## config.mk

```make
export PLATFORM = sky130hd
export DESIGN_NAME = brlite_svc_fifo
export DESIGN_NICKNAME = d
export VERILOG_FILES = /design/src/rtl/brlite_svc_fifo.sv
export SDC_FILE = /design/constraint.sdc
export NUM_CORES = 1
export LEC_CHECK = 0
export ABC_CLOCK_PERIOD_IN_PS = 26500
export CAP_MARGIN = 20
export CORE_MARGIN = 2
export CORE_UTILIZATION = 45
export DETAILED_ROUTE_END_ITERATION = 16
export GPL_ROUTABILITY_DRIVEN = 0
export PLACE_DENSITY_LB_ADDON = 0.05
export RECOVER_POWER = 100
export SETUP_SLACK_MARGIN = 0.5
export SYNTH_ARGS = -nofsm -noshare
export SYNTH_HDL_FRONTEND = slang
export SYNTH_SLANG_ARGS = --single-unit
export TNS_END_PERCENT = 5
```

## constraint.sdc

```tcl
create_clock -name clk_i -period 26.5 [get_ports clk_i]
set_clock_uncertainty 0.15 [all_clocks]
set_input_delay 7.95 -clock clk_i [delete_from_list [all_inputs] [get_ports clk_i]]
set_output_delay 7.95 -clock clk_i [all_outputs]
set_load 0.02 [all_outputs]
```

## src/rtl/brlite_svc_fifo.sv

```systemverilog
`default_nettype none
// ============================================================================
// brlite_svc_fifo : filters BrLite broadcast service packets and queues them
//                   for the DMNI service-receive port.
// Revision        : 1.0
// ============================================================================

package brlite_svc_pkg;
  typedef struct packed {
    logic [7:0]  ksvc;
    logic [15:0] seq_source;
    logic [15:0] producer;
    logic [31:0] payload;
  } brlite_svc_t;
endpackage

module brlite_svc_fifo
  import brlite_svc_pkg::*;
#(
  parameter int          BUFFER_SZ = 8,
  parameter logic [15:0] ADDRESS   = 16'h0000
) (
  input  logic                       clk_i,
  input  logic                       rst_ni,
  input  logic                       br_req_i,
  output logic                       br_ack_o,
  input  logic [1:0]                 br_service_i,
  input  logic [7:0]                 br_ksvc_i,
  input  logic [15:0]                br_target_i,
  input  logic [15:0]                br_seq_source_i,
  input  logic [15:0]                br_producer_i,
  input  logic [31:0]                br_payload_i,
  output logic                       br_svc_rx_o,
  input  logic                       br_svc_ack_i,
  output brlite_svc_t                br_svc_data_o,
  output logic [$clog2(BUFFER_SZ):0] level_o,
  output logic [15:0]                drop_cnt_o
);

  localparam int                 c_PTR_W   = $clog2(BUFFER_SZ);
  localparam int                 c_CNT_W   = c_PTR_W + 1;
  localparam logic [c_CNT_W-1:0] c_DEPTH   = c_CNT_W'(BUFFER_SZ);
  localparam logic [1:0]         c_SVC_ALL = 2'd0;
  localparam logic [1:0]         c_SVC_TGT = 2'd1;

  typedef enum logic [1:0] {
    S_IDLE     = 2'd0,
    S_ACK      = 2'd1,
    S_WAIT_LOW = 2'd2
  } state_t;

  state_t               r_state;
  logic                 r_ack;
  logic                 r_rx;
  brlite_svc_t          r_data;
  logic [15:0]          r_drop_cnt;
  logic [c_PTR_W-1:0]   r_rd_ptr;
  logic [c_PTR_W-1:0]   r_wr_ptr;
  logic [c_CNT_W-1:0]   r_count;
  brlite_svc_t          r_mem [BUFFER_SZ];

  brlite_svc_t          w_entry;
  logic                 w_accept;
  logic                 w_push;
  logic                 w_drop;
  logic                 w_pop;
  logic [c_PTR_W-1:0]   w_rd_ptr_nxt;
  logic [c_CNT_W-1:0]   w_count_nxt;
  brlite_svc_t          w_head;

  always_comb begin
    w_entry.ksvc       = br_ksvc_i;
    w_entry.seq_source = br_seq_source_i;
    w_entry.producer   = br_producer_i;
    w_entry.payload    = br_payload_i;
  end

  assign w_accept = (br_service_i == c_SVC_ALL) ||
                    ((br_service_i == c_SVC_TGT) && (br_target_i == ADDRESS));

  // Full blocks only accepted packets; drops are acked regardless of level.
  assign w_push = (r_state == S_IDLE) && br_req_i && w_accept && (r_count < c_DEPTH);
  assign w_drop = (r_state == S_IDLE) && br_req_i && !w_accept;
  assign w_pop  = br_svc_ack_i && (r_count != '0);

  assign w_rd_ptr_nxt = r_rd_ptr + c_PTR_W'(w_pop);
  assign w_count_nxt  = r_count + c_CNT_W'(w_push) - c_CNT_W'(w_pop);

  // New head may be the entry being written this edge (empty, or last one popped).
  assign w_head = (w_push && (r_wr_ptr == w_rd_ptr_nxt)) ? w_entry : r_mem[w_rd_ptr_nxt];

  always_ff @(posedge clk_i) begin
    if (w_push) begin
      r_mem[r_wr_ptr] <= w_entry;
    end
  end

  always_ff @(posedge clk_i) begin
    if (!rst_ni) begin
      r_state    <= S_IDLE;
      r_ack      <= 1'b0;
      r_rx       <= 1'b0;
      r_data     <= '0;
      r_drop_cnt <= '0;
      r_rd_ptr   <= '0;
      r_wr_ptr   <= '0;
      r_count    <= '0;
    end else begin
      r_rd_ptr <= w_rd_ptr_nxt;
      r_count  <= w_count_nxt;
      r_rx     <= (w_count_nxt != '0);
      r_data   <= w_head;
      if (w_push) begin
        r_wr_ptr <= r_wr_ptr + c_PTR_W'(1);
      end
      if (w_drop && (r_drop_cnt != 16'hFFFF)) begin
        r_drop_cnt <= r_drop_cnt + 16'd1;
      end
      case (r_state)
        S_IDLE: begin
          if (w_push || w_drop) begin
            r_state <= S_ACK;
            r_ack   <= 1'b1;
          end
        end
        S_ACK: begin
          r_state <= S_WAIT_LOW;
          r_ack   <= 1'b0;
        end
        S_WAIT_LOW: begin
          if (!br_req_i) begin
            r_state <= S_IDLE;
          end
        end
        default: begin
          r_state <= S_IDLE;
          r_ack   <= 1'b0;
        end
      endcase
    end
  end

  assign br_ack_o      = r_ack;
  assign br_svc_rx_o   = r_rx;
  assign br_svc_data_o = r_data;
  assign level_o       = r_count;
  assign drop_cnt_o    = r_drop_cnt;

endmodule

`default_nettype wire

```

==> summary.md, run 1 <==
The run finished, with violations left. The final reports fail on max-capacitance violations, max-slew violations. The mean number of vias per cell was 5.52.

The number of hold buffers added after CTS was 0. Row generation in the floorplan step produced 87 rows. The number of setup buffers added after CTS is 0.

For this block, the routed nets add up to 55300 µm of wire. TritonCTS built the clock tree. During placement, the flow inserted port buffers numbering 187. For the clock buffer count from CTS, the log shows 72. The final worst-path cycle share is 0.590, and the synthesized flop and latch total is 678. For the number of antenna violations at the first check in global routing, the log shows 11. The number of different library cells used by synthesis comes to 46. For this run, the number of Yosys warnings is 0.

The number of enable flip-flop cells after synthesis works out to 576. For the overall die area, the log shows 58600 µm². The number of clock sinks came out at 678.

The clock passes through at most 3 buffers. In the final routed layout, each cell accounts on average for 23.5 µm. For this design the static power due to leakage is 0.00975 µW. The library cell used most frequently in the layout, excluding fill and tap cells, is edfxtp_1. For this run, the leading register cell type out of synthesis is edfxtp_1. The path class of the tightest hold or removal check is reg -> reg. The power per standard cell area is 97.2 nW/µm². The worst setup path is captured at a flop. The number of violations reported at the end of detailed-routing iteration 0 is 812, and the time the worst path needs with I/O delays and setup is 15.63 ns.

The synthesized design spends more area on one cell type than any other, namely edfxtp_1. The critical path in this run is classified as in -> reg. After routing the design area is 30400 µm².

The run gives 0.192 as the aggregate global-route resource usage. Total of endpoints with negative setup slack in the final report: 0. Setup repair after global routing left no endpoint under its margin. The area fraction of the dominant cell type after synthesis works out to 0.678.

The run gives 3 as the H-tree level count. The run gives 1334 as the gate count of the mapped netlist. Clock latency on the worst-skew pair, taken at its later pin, is 0.60 ns. The critical path goes through dlygate4sd3_1 > a21boi_0 > ha_4 > ha_1 > xnor2_1 > nand4_1 > or3_1 > clkbuf_1 > o21ai_0 > a31oi_1. In this run the horizontal extent of the chip is 242 µm. VDD sags by at most 0.104 mV. The worst hold path passes through 2 cells. Measured in cells, the most critical reg-to-reg path has a length of 11.

The number of diodes added for antenna fixing was 0. The via count of the first global-routing pass was 13509; the average cell area after synthesis was 19.1 µm². The final route contains 12990 vias.

Once placement finished, the instance area stood at 28200 µm². The placed wire-length estimate was 27400 µm. The core area is 56200 µm².

At the worst endpoint, the required time is 26.84 ns. At the worst endpoint, the arrival time is 15.97 ns. The logs give 0 ns for the final-layout setup total negative slack and 4540 for the count of fill cells added during filler insertion.

Along the worst path, the maximum fanout reaches 79. The slowest stage of the critical path belongs to the cell clkbuf_1. The logs give -1.50 for the remaining max-slew budget at the tightest pin and 84800 µm for the global-route wire length before repair. In this run, post-CTS repair resized a total of 0 instances. During I/O placement, the number of pins put on the boundary was 188. Before antenna repair, the detailed router went through 5 iterations. The number of nets in the layout is 1644, and the total congestion overflow is 0. After synthesis the cells add up to 25500 µm². The top cell types in the final layout, fill and taps aside, are 576 x edfxtp_1, 168 x dlygate4sd3_1, 144 x mux4_2.

The detail route stage leaves a number of antenna-violating nets equal to 0. The final count of pins violating max slew was 874. For the pin with the worst max-slew slack, the measured transition is 3.75 ns.

The tools report the max-cap violation count as 21. Entering global routing, the biggest net connects 147 pins. The portion of the post-synthesis area used by sequential elements is 0.758, and the post-route core utilization is 0.541. The count of endpoints failing hold in the final timing report was 0. The tools report the cell at the root of the clock tree as clkbuf_16. The relative area change from synthesis to final layout is 19.2%. The launching element type of the critical path was an input pin.

Yosys attributes the largest share of cell area to edfxtp_1 68%, mux4_2 13%, dfxtp_1 8.0%. The longest individual stage delay on the worst path came out at 2.24 ns. Clock-pin slew was measured on the worst setup and hold paths at 0.06 ns.

The fraction of final layout cells with drive strength greater than 1 is 0.158. The share of synthesized flip-flops with an asynchronous set or reset was 0; the total nets after synthesis was 1438. The initial core utilization was 0.454; the floorplan die height was 242 µm. For this run, design rule violations remaining after detail routing come to 0. The run gives 64.0 MHz as the achievable frequency.
==> worst paths after layout <==
check | endpoint | slack [ns] | start
setup / recovery | br_svc_data_o[27] | 10.87 | br_svc_ack_i
hold / removal | drop_cnt_o[11] | 0.34 | drop_cnt_o[11]
hold reg to reg | drop_cnt_o[11] | 0.34 | drop_cnt_o[11]
setup reg to reg | br_svc_data_o[27] | 18.12 | level_o[3]
==> through the flow <==
stage	power, µW	instances	hold WS, ns	setup slack, ns
2_1_floorplan	1790	1334	0.310	9.25
3_3_place_gp	2020	2221	0.320	14.02
3_5_place_dp	2020	2221	0.334	13.95
4_1_cts	3030	2354	0.341	14.57
5_1_grt	3100	2355	0.372	9.85
6_report	2960	2355	0.344	10.87
==> sequential cells by signal (all words and copies together), names as in the netlist <==
register and flops:
br_ack_o 1, br_svc_data_o 72, br_svc_rx_o 1, drop_cnt_o 16
level_o 4, r_mem 576, r_rd_ptr 3, r_state 2
r_wr_ptr 3
==> layout make-up <==
type | count | area [µm²] | area share
Inverter | 12 | 45.0 | 0.00148
Tap cell | 756 | 946 | 0.0311
Multi-Input combinational cell | 564 | 5710 | 0.188
Clock inverter | 26 | 274 | 0.00901
Sequential cell | 678 | 19300 | 0.636
Clock buffer | 107 | 2090 | 0.0687
Timing Repair Buffer | 212 | 2010 | 0.0660
==> per-layer routing <==
metal / wire (µm) / up-vias / part of all wire / GRT usage
met3: 2650 / 100 / 0.048 / 0.0415
met1: 24100 / 6803 / 0.44 / 0.259
met4: 1100 / 16 / 0.020 / 0.0485
li1: - / 5785 / - / -
met2: 27400 / 286 / 0.50 / 0.320
met5: 104 / - / 0.0019 / 0
==> report_power, final <==
group	internal, µW	total [µW]	switching [µW]	leakage (µW)
clock network	604	1000	398	0.00115
registers	1220	1240	25.7	0.00603
logic	358	710	352	0.00257
total	2180	2960	776	0.00975
==> worst max-delay path, delay by kind of cell <==
family	cells	cell delay, ns
buffers and inverters	2	2.76
and+or+nand+nor	2	2.32
adders and majority gates	2	1.77
AOI/OAI and AO/OA	3	0.99
xor gates and xnor gates	1	0.13
==> logic make-up (layout without fill, tap and decap cells) <==
| group | after synthesis | after routing | share of synthesized area |
|---|---|---|---|
| AO/OA/AOI/OAI | 181 | 181 | 0.0416 |
| XOR/XNOR | 8 | 8 | 0.00275 |
| adder cells (fa/ha/maj) | 10 | 10 | 0.00520 |
| buffers and inverters | 92 | 357 | 0.0179 |
| flip-flops | 678 | 678 | 0.758 |
| multiplexers | 146 | 146 | 0.128 |
| AND/OR/NAND/NOR | 219 | 219 | 0.0466 |
==> cells in the mapped netlist, types with 6 or more instances <==
master and instances:
o31ai_1 6, and2_1 8, a31oi_1 71, mux4_2 144, o21ai_0 76, buf_2 30
nor2_1 8, buf_6 8, nand3_1 7, nand2b_1 75, clkbuf_1 37, nand2_1 84
or4_1 8, or3_1 6, edfxtp_1 576, dfxtp_1 102, a21oi_1 14, ha_1 9
inv_1 11
No activity file was read; power rests on OpenSTA's default activity.
==> inputs of run 2 (changes only) <==
Settings changed: ABC_CLOCK_PERIOD_IN_PS 26500 to 12700.
Clock period 26.5 ns to 12.7 ns, I/O delays scaled along.
==> run 2 against run 1 <==
Effect of this change:
- total power increased by 110%
- cell area shrank 0.19%
- highest routed layer unchanged
- the run still ends with max-capacitance violations, max-slew violations left
- die area unchanged
- largest power group unchanged
==> summary.md, run 2 (synthesis results as in run 1) <==
The classification of the worst setup path was in -> reg. The root buffer cell chosen for the clock tree is clkbuf_16. The finished cells cover 30400 µm². The cell area after placement is 28200 µm², and the top-level port count is 188.

The final antenna-violating net count came out at 0. The register with the most flip-flops in the layout has 576 of them. Number of violations reported at the end of detailed-routing iteration 0: 855. For the pin with the worst max-slew slack, the measured transition is 3.75 ns.

The run gives 5 as the first-pass detailed-route iteration total. The aggregate global-route resource usage came out at 0.190. The design draws 6080 µW.

The final count of pins violating max slew was 548; the number of nets in the layout was 1644. For the worst-skew pair, the clock arrives at the later sink with an insertion delay of 0.60 ns. The global-route wire length before repair was 83500 µm. Global routing finished with a remaining overflow of 0. The count of endpoints failing hold in the final timing report is 0. TritonCTS built the clock tree. The run gives 13431 as the via count of the first global-routing pass. For this run, the top clock speed supported by timing is 104 MHz.

The launching element type of the critical path is an input pin. The die covers 58600 µm². The tools report the total number of vias as 13050. After floorplanning, the core was sized to cover 56200 µm².

Input and output buffers added on the ports amount to 187. The standby leakage power was 0.00973 µW. Register with the most flip-flops: r_mem. At the worst endpoint, the required time is 13.04 ns. For this run, design rule violations remaining after detail routing come to 0. For the finished layout, the period the worst path requires is 9.61 ns. Dividing the detail-routed via count by the number of cells gives 5.54. The peak supply drop is 0.199 mV. The top cell types in the final layout, fill and taps aside, are 576 x edfxtp_1, 168 x dlygate4sd3_1, 144 x mux4_2.

The worst setup path is captured at a flop. The total of endpoints with negative setup slack in the final report is 0. The checks that failed: max-capacitance violations, max-slew violations.

The final worst-path cycle share was 0.757; the floorplan die height was 242 µm. The maximum buffer depth of the clock tree is 3, and the floorplan die width is 242 µm. The flow ran to the end, but the final reports show violations. Power per standard cell area: 200 nW/µm². Leaving out fill and tap cells, the most frequent cell in the layout is edfxtp_1.

The fraction of final layout cells with drive strength greater than 1 is 0.167. Relative area change from synthesis to final layout: 19.0%. The arrival time of data at the critical path endpoint is 9.95 ns, and the H-tree level count is 3. The worst hold path class was reg -> reg.

Number of antenna violations at the first check in global routing: 12. After legalization and detailed placement, the total HPWL measured 27600 µm. The number of clock sinks was 678; the clock edge transition at the registers on the reported setup and hold paths was 0.05 ns. In the final routed layout, each cell accounts on average for 23.6 µm. Buffers inserted to repair hold after CTS numbered 0.

The number of buffers added for setup after CTS was 0; the remaining max-slew budget at the tightest pin was -1.50. Of all nets on the critical path, the largest fanout is 146. Entering global routing, the biggest net connects 147 pins.

The initial core utilization was 0.454. Across the run, the number of max-cap violations was 14. In this run the core area contains 87 standard-cell rows.

Setup repair after global routing left no endpoint under its margin. The logs give 0 for the number of instances resized during post-cts repair and 72 for the clock buffer count from CTS. The routed design has 55600 µm of wire.
[run 2: worst max-delay path: stages]
cell and delay, ns:
dlygate4sd3_1 0.53, a21boi_0 0.42, ha_4 0.21, ha_4 0.12, xor2_1 0.22, buf_12 0.73
xor2_1 0.18, or3_1 2.32, buf_4 0.86, o21ai_0 0.17, a31oi_1 0.27
[run 2: path summary, 6_finish.rpt]
path / slack (ns) / endpoint / cells past startpoint / startpoint
max reg2reg: 6.24 / br_svc_data_o[71] / 12 / level_o[3]
min reg2reg: 0.34 / drop_cnt_o[11] / 2 / drop_cnt_o[11]
max: 3.09 / br_svc_data_o[71] / 11 / br_svc_ack_i
min: 0.34 / drop_cnt_o[11] / 2 / drop_cnt_o[11]
[run 2: area by class of cell]
type	instances	area [µm²]
sequential	678	19300
multi-input combinational	564	5720
clock inverter	30	208
tap	756	946
clock buffer	103	2060
fill	4510	25800
inverter	12	45.0
timing repair buffer	212	2030
antenna	1	2.50
[run 2: power by group]
group	switching, µW	internal [µW]	total (µW)
clock	831	1170	2000
combinational	737	746	1480
sequential	56.3	2540	2600
[run 2: through the flow]
step | instances | hold slack, ns | setup WS (ns) | setup TNS, ns | utilization
final | 2356 | 0.339 | 3.09 | 0 | 0.540
after global routing | 2356 | 0.365 | 2.53 | 0 | 0.540
after CTS | 2354 | 0.343 | 4.89 | 0 | 0.543
after detailed placement | 2221 | 0.335 | 4.27 | 0 | 0.502
after global placement | 2221 | 0.321 | 4.37 | 0 | 0.502
after floorplan | 1334 | 0.310 | -0.405 | -57.83 | -
[run 2: routing by layer]
metal | GRT usage | routed length [µm] | vias up
li1 | - | - | 5783
met1 | 0.258 | 24400 | 6867
met2 | 0.318 | 27700 | 296
met3 | 0.0387 | 2470 | 92
met4 | 0.0459 | 941 | 12
met5 | 0 | 82 | -
==> inputs of run 3 (changes only) <==
Settings changed: ABC_CLOCK_PERIOD_IN_PS 12700 to 7900.
Clock period 12.7 ns to 7.9 ns, I/O delays scaled along.
==> run 3 against run 2 <==
Effect of this change:
- largest power group unchanged
- clock-buffer cell count up 9
- cell count unchanged
- hold slack worse by 0.0012 ns
- critical path type unchanged
- the run still ends with max-capacitance violations, max-slew violations left
- critical endpoint is now br_svc_data_o[21]
- sequential power up 60%
- clock power up 63%
- register-to-register slack worse by 3.1 ns
- routed wire length down 2.2%
==> summary.md, run 3 (synthesis results as in run 1) <==
The run finished, with violations left. The checks that failed: max-capacitance violations, max-slew violations. TritonCTS built the clock tree. Static timing analysis puts the maximum clock frequency at 154 MHz. The worst path meets setup with 1.42 ns of slack. The tools report the max-cap violation count as 3. The tree is rooted in a clkbuf_16.

The later pin in the worst-skew pair is clocked with a latency of 0.59 ns. The floorplan has 87 rows. The tools report the initial core utilization as 0.454. Using the TritonRoute via totals, the vias-per-cell ratio works out to 5.46. The run gives 56200 µm² as the core area.

Buffers placed on the I/O ports in this run total 187. The top cell types in the final layout, fill and taps aside, are 576 x edfxtp_1, 168 x dlygate4sd3_1, 144 x mux4_2. Post-CTS repair changed the size of 0 cells.

The cell count after placement is 2221. The analysis attributes to cell leakage a power of 0.00978 µW. The via count of the first global-routing pass is 13536, and the first-pass detailed-route iteration total is 4. The remaining max-slew budget at the tightest pin was -0.786; the transition at the pin with the smallest max-transition slack was 2.68 ns. After the last flow step, the layout net total stands at 1644. The tools report the overall die area as 58600 µm². The total congestion overflow was 0. The most critical setup path has its startpoint at br_svc_ack_i. The post-route core utilization is 0.542. The total wirelength of the detailed-routed design was 54400 µm; the maximum buffer depth of the clock tree was 3.

The library cell used most frequently in the layout, excluding fill and tap cells, is edfxtp_1. CTS built an H-tree with a depth of 3. The final count of pins violating max slew is 214. r_mem holds more flip-flops than any other register. The worst setup path is captured at a flop. The logs give 0.188 for the aggregate global-route resource usage and 188 for the top-level port count. The first global-routing pass estimated 83300 µm of wire. The data required time of the critical path was 8.25 ns; the number of hold buffers added after CTS was 0. The number of violations reported at the end of detailed-routing iteration 0 was 814.

Classification of the worst setup path: in -> reg. The depth of the worst hold-timing path came out at 1. In the final routed layout, each cell accounts on average for 23.1 µm.

Reg-to-reg endpoint: br_svc_data_o[21]. The HPWL after detailed placement is 27000 µm. In this run the most critical hold path is launched from br_ack_o. The worst hold path class is reg -> reg. The count of endpoints failing hold in the final timing report was 0; the number of buffers added for setup after CTS was 0. The worst setup path is launched from an input pin. From bottom edge to top edge, the die measures 242 µm. The fraction of final layout cells with drive strength greater than 1 was 0.169; the time the worst path needs with I/O delays and setup was 6.48 ns. The number of cells on the worst reg-to-reg path is 10, and the flip-flop count of the largest register after layout is 576. Clock-pin slew was measured on the worst setup and hold paths at 0.06 ns. Excluding fillers, the count of instances in the completed layout stands at 2356. The maximum net fanout on the critical path is 145.

The register-to-register path setup slack came out at 3.10 ns. The clock net in this run drives a total of 678 sinks. At the worst endpoint, the arrival time is 6.83 ns. The peak supply drop came out at 0.309 mV. In this run the power density over the cells is 323 nW/µm². The final antenna-violating net count was 0; the final worst-path cycle share was 0.820.

Final non-filler cell area: 30400 µm². The worst hold path endpoint is br_ack_o. Setup violations remaining at the end of the flow were counted as 0. The tools report the number of antenna violations at the first check in global routing as 15. In this run the critical register-to-register path is launched from level_o[3]. The cell area after placement came out at 28300 µm². Setup repair after global routing left no endpoint under its margin. The run gives 1.79 ns as the post-placement worst setup slack.

The floorplan die width is 242 µm, and the maximum number of pins on one net before global-route repair is 146. For this run, design rule violations remaining after detail routing come to 0. The routed layout has 12859 vias. Counting the buffers created by CTS gives 72. From synthesis to final layout, the design area changed by 19.3%.
==> run 3: cell types whose count changed in the layout (fill, tap and decap cells not counted), sizes merged <==
cell      previous run  this run
buf                 11        14
bufinv               2         3
clkbuf             118       124
clkinv              23        13
clkinvlp             3         2
diode                1         4
inv                 14        12
==> run 3: layer usage <==
metal  up-vias  GRT usage  routed length [µm]
met5         -          0                  55
met4         8     0.0552                 963
met3        79     0.0353                2290
met2       252      0.313               27100
met1      6741      0.254               24000
li1       5779          -                   -
==> run 3: worst max path at each step <==
stage / slack [ns] / end / cells after the start
3_3_place_gp: 1.81 / br_svc_rx_o / 12
2_1_floorplan: -1.54 / r_mem[6][0] / 5
3_5_place_dp: 1.79 / br_svc_rx_o / 12
6_report: 1.42 / br_svc_data_o[21] / 9
5_1_grt: 1.18 / r_mem[4][29] / 7
4_1_cts: 2.41 / br_svc_rx_o / 12
==> run 3: cell type report <==
cell class                 instances  area, µm²
fill                            4487      25700
sequential                       678      19300
multi-input combinational        564       5700
clock buffer                     112       2120
timing repair buffer             212       2100
tap                              756        946
clock inverter                    18        185
inverter                          12       45.0
antenna                            4       10.0
==> run 3: power by group <==
group          switching [µW]  internal, µW
combinational            1190          1210
sequential               90.6          4080
clock                    1320          1940
total                    2590          7240
==> run 3: per-stage QoR <==
step / hold WS (ns) / TNS (ns) / power, µW
floorplan: 0.310 / -311.72 / 5990
finish: 0.337 / 0 / 9830
global route: 0.359 / 0 / 10300
CTS: 0.344 / 0 / 10100
global placement: 0.320 / 0 / 6770
detailed placement: 0.335 / 0 / 6780
==> run 3: worst max-delay path, stage by stage <==
cell and delay, ns:
dlygate4sd3_1 0.53, a21boi_0 0.45, ha_4 0.20, ha_1 0.15
xor2_1 0.21, clkbuf_4 1.60, mux4_2 0.54, nand2_1 0.06
a31oi_1 0.23
